**src/rtl/pipe_stage_reg.sv**
```systemverilog
// pipe_stage_reg: parametrised inter-stage pipeline register with a pending-flush latch.
// Define PIPE_STAGE_PERF_CNT_EN to add saturating bubble/flush performance counters.
module pipe_stage_reg #(
    parameter int unsigned       DATA_W     = 160,
    parameter int unsigned       RADDR_W    = 5,
    parameter int unsigned       STALL_W    = 6,
    parameter int unsigned       STAGE_IDX  = 2,
    parameter int unsigned       N_FLUSH    = 2,
    parameter logic [DATA_W-1:0] BUBBLE_VAL = {DATA_W{1'b0}},
    parameter int unsigned       CNT_W      = 16
) (
    input  logic               clk_i,
    input  logic               rst_n_i,
    input  logic [STALL_W-1:0] stall_i,
    input  logic [N_FLUSH-1:0] flush_i,
    input  logic               valid_i,
    input  logic [DATA_W-1:0]  payload_i,
    input  logic [RADDR_W-1:0] rd_i,
    input  logic               is_load_i,
    output logic               valid_o,
    output logic [DATA_W-1:0]  payload_o,
    output logic [RADDR_W-1:0] rd_o,
    output logic               is_load_o,
`ifdef PIPE_STAGE_PERF_CNT_EN
    output logic               flush_pending_o,
    input  logic               perf_clr_i,
    output logic [CNT_W-1:0]   bubble_cnt_o,
    output logic [CNT_W-1:0]   flush_cnt_o
`else
    output logic               flush_pending_o
`endif
);

    logic               cur, nxt, fl;
    logic               valid_d, is_load_d, pending_d, flush_fire;
    logic [DATA_W-1:0]  payload_d;
    logic [RADDR_W-1:0] rd_d;
    logic               unused_stall;

    assign cur          = stall_i[STAGE_IDX];
    assign nxt          = stall_i[STAGE_IDX+1];
    assign fl           = |flush_i;
    assign unused_stall = ^stall_i;

    // Rule priority: hold, stall-bubble, flush (incl. latched pending), load.
    always_comb begin
        valid_d    = valid_o;
        payload_d  = payload_o;
        rd_d       = rd_o;
        is_load_d  = is_load_o;
        pending_d  = flush_pending_o;
        flush_fire = 1'b0;
        if (cur && nxt) begin
            if (fl) pending_d = 1'b1;
        end else if (cur || fl || flush_pending_o || !valid_i) begin
            valid_d    = 1'b0;
            payload_d  = BUBBLE_VAL;
            rd_d       = '0;
            is_load_d  = 1'b0;
            pending_d  = 1'b0;
            flush_fire = !cur && (fl || flush_pending_o);
        end else begin
            valid_d   = 1'b1;
            payload_d = payload_i;
            rd_d      = rd_i;
            is_load_d = is_load_i;
        end
    end

    always_ff @(posedge clk_i or negedge rst_n_i) begin
        if (!rst_n_i) begin
            valid_o         <= 1'b0;
            payload_o       <= BUBBLE_VAL;
            rd_o            <= '0;
            is_load_o       <= 1'b0;
            flush_pending_o <= 1'b0;
        end else begin
            valid_o         <= valid_d;
            payload_o       <= payload_d;
            rd_o            <= rd_d;
            is_load_o       <= is_load_d;
            flush_pending_o <= pending_d;
        end
    end

`ifdef PIPE_STAGE_PERF_CNT_EN
    // Bubble count follows the post-edge valid; both counters saturate, clear wins.
    always_ff @(posedge clk_i or negedge rst_n_i) begin
        if (!rst_n_i) begin
            bubble_cnt_o <= '0;
            flush_cnt_o  <= '0;
        end else if (perf_clr_i) begin
            bubble_cnt_o <= '0;
            flush_cnt_o  <= '0;
        end else begin
            if (!valid_d && !(&bubble_cnt_o)) bubble_cnt_o <= bubble_cnt_o + 1'b1;
            if (flush_fire && !(&flush_cnt_o)) flush_cnt_o <= flush_cnt_o + 1'b1;
        end
    end
`else
    logic [CNT_W-1:0] unused_cnt_w;
    logic             unused_fire;
    assign unused_cnt_w = '0;
    assign unused_fire  = flush_fire;
`endif

endmodule

```
**config.mk**
```make
export PLATFORM = sky130hd
export DESIGN_NAME = pipe_stage_reg
export DESIGN_NICKNAME = d
export VERILOG_FILES = /design/src/rtl/pipe_stage_reg.sv
export SDC_FILE = /design/constraint.sdc
export NUM_CORES = 1
export LEC_CHECK = 0
export ABC_AREA = 1
export BUFFER_PORTS_ARGS = -buffer_cell sky130_fd_sc_hd__buf_2
export CELL_PAD_IN_SITES_DETAIL_PLACEMENT = 1
export CELL_PAD_IN_SITES_GLOBAL_PLACEMENT = 1
export CORE_MARGIN = 3
export CORE_UTILIZATION = 28
export CTS_CLUSTER_SIZE = 12
export DETAILED_ROUTE_END_ITERATION = 8
export GPL_TIMING_DRIVEN = 0
export PLACE_DENSITY = 0.71
export SLEW_MARGIN = 20
export SYNTH_ARGS = -nofsm -noshare
export SYNTH_HDL_FRONTEND = slang
export SYNTH_SLANG_ARGS = --single-unit
```
**constraint.sdc**
```tcl
create_clock -name clk_i -period 3.45 [get_ports clk_i]
set_clock_uncertainty 0.1 [all_clocks]
set_input_delay 0.69 -clock clk_i [delete_from_list [all_inputs] [get_ports clk_i]]
set_output_delay 0.69 -clock clk_i [all_outputs]
set_load 0.02 [all_outputs]
```
==> results.json <==
{
  "drive_gt1_frac": 0.395,
  "place_hpwl_um": 19500,
  "r2r-start": "flush_pending_o$_DFFE_PN0P_",
  "worst-path-max-fanout": 2,
  "clkSinkCount": 168,
  "fin_crit_ns": 1.80,
  "post-place-ws_ns": 1.42,
  "antennaDiodeCount": 0,
  "layout_common_cells": "buf_2, nand2_1, dfrtp_1",
  "dieArea_um2": 26900,
  "num_vias": 6932,
  "design_area_um2": 9700,
  "drc": 0,
  "ir_worst_vdd_uv": 235,
  "ys_warn_count": 0,
  "fin_ws_ns": 1.65,
  "cts_resized": 0,
  "cap_violations": 0,
  "status": "complete, no violations",
  "hold_buffers": 0,
  "critical_path_depth": 1,
  "whs_ns": 0.156,
  "globalRoute.totalOverflow": 0,
  "post-cts-setup-buffer-count": 0,
  "post_drt_via_cell_ratio": 4.80,
  "cp_num_buf_inv": 1,
  "worstMarginPinSlew_ns": 0.669,
  "cts_buffers": 17,
  "area_growth_pct": 38.8,
  "syn-num-nets": 925,
  "rsz0062_at_grt": "false",
  "power_mw": 4.39,
  "arrival_ns": 1.01,
  "nNetsFinal": 1285,
  "finalSetupViolations": 0,
  "grt_pass1_wl_um": 40800,
  "slew_headroom": 0.554,
  "ant_nets": 0,
  "cts_max_level": 4,
  "mostFrequentLayoutCell": "buf_2",
  "grt_pass1_vias": 7264,
  "hold_path.class": "primary input to asynchronous set/reset pin",
  "ff2ff_setup_slack_ns": 1.90,
  "fmax_mhz": 555,
  "slowest_stage": "dfrtp_1",
  "coreArea_um2": 24500,
  "critPathRequiredTime_ns": 2.66,
  "ys_seq_area_frac": 0.601,
  "wl_um": 26500,
  "fin_crit_sh": 0.522,
  "max_stage_delay_ns": 0.39,
  "syn-cell-area_um2": 6990,
  "finish.utilization": 0.397,
  "clock_latency_ns": 0.41,
  "path_cells": "buf_2",
  "clk_pin_slew_ns": 0.07,
  "syn_avg_cell_area_um2": 9.35,
  "cts_max_path_buffers": 2,
  "p_leak_nw": 5.91,
  "syn_inst": 748,
  "die_w_um": 164,
  "synth_cell_types": 12,
  "crit_path_start_kind": "register",
  "cts_tree": "yes",
  "num_rows": 57,
  "placed_cell_area_um2": 9140,
  "place_congestion": 0.778,
  "p_per_area_nw_per_um2": 453,
  "grt_start_max_net_pins": 87,
  "cp-end-kind": "primary output",
  "grt_util_all_layers": 0.193,
  "io_buffers": 340,
  "hold_violations": 0,
  "slew_viol_final": 0,
  "grt_antenna_before_repair": 1,
  "drt_iter0_markers": 355,
  "synth_seq_cells": 168,
  "dieHeight_um": 164,
  "critical_path.top_delay_family": "flip-flops",
  "initial_utilization": 0.286,
  "reg2reg_to": "payload_o[31]$_DFFE_PN0N_",
  "ios": 345,
  "rr_worst_depth": 5,
  "critPathKind": "register to primary output",
  "clockRootBuffer": "clkbuf_16",
  "drt-wirelength-per-cell_um": 18.4,
  "drtPass1Iterations": 4
}
[final cells by class]
class / instances / area, um^2
Buffer: 72 / 448
Clock buffer: 20 / 457
Clock inverter: 12 / 109
Fill cell: 2978 / 14800
Inverter: 3 / 11.3
Multi-Input combinational cell: 505 / 2330
Sequential cell: 168 / 4200
Tap cell: 324 / 405
Timing Repair Buffer: 341 / 1740
[worst max path at each step]
stage	start	to	slack [ns]
floorplan	valid_i	payload_o[136]$_DFFE_PN0N_	1.99
global placement	rst_n_i	rd_o[1]$_DFFE_PN0N_	-1.28
detailed placement	flush_i[1]	payload_o[31]$_DFFE_PN0N_	1.42
CTS	payload_o[112]$_DFFE_PN0N_	payload_o[112]	1.62
global route	payload_o[112]$_DFFE_PN0N_	payload_o[112]	1.61
finish	payload_o[112]$_DFFE_PN0N_	payload_o[112]	1.65
[report_power, final]
group	internal, mW	switching, mW
Clock	0.988	0.887
Sequential	2.01	0.0231
Combinational	0.165	0.319
Total	3.16	1.23
[through the flow]
step                setup TNS [ns]  instances
CTS                              0       1445
detailed placement               0       1413
floorplan                        0        748
global route                     0       1445
global placement           -211.85       1412
finish                           0       1445
[metal layers]
layer	GRT usage	routed length, um	up-vias
li1	-	-	3256
met1	0.246	11100	3392
met2	0.319	12700	253
met3	0.0567	2170	29
met4	0.0584	511	2
met5	0	7	-
[cell usage after synthesis]
cell type | n | area share
nand2_1 | 335 | 0.18
dfrtp_1 | 168 | 0.60
nand4_1 | 166 | 0.15
buf_2 | 46 | 0.033
buf_6 | 11 | 0.018
buf_4 | 10 | 0.011
clkbuf_1 | 5 | 0.0027
inv_2 | 2 | 0.0011
nor2_4 | 2 | 0.0032
a21oi_1 | 1 | 0.00072
inv_1 | 1 | 0.00054
nand3_1 | 1 | 0.00072
[kinds of logic (layout without fill, tap and decap cells)]
logic type | after synthesis | after routing | share of synthesized area
flops | 168 | 168 | 0.601
buf+inv | 75 | 448 | 0.0657
compound gates | 1 | 1 | 0.000715
simple gates | 504 | 504 | 0.332
[flip-flops by register name (all words and copies together) (netlist names)]
| name | count |
|---|---|
| valid_o | 1 |
| flush_pending_o | 1 |
| is_load_o | 1 |
| payload_o | 160 |
| rd_o | 5 |
Note: power is estimated with default switching activity, not from simulation.
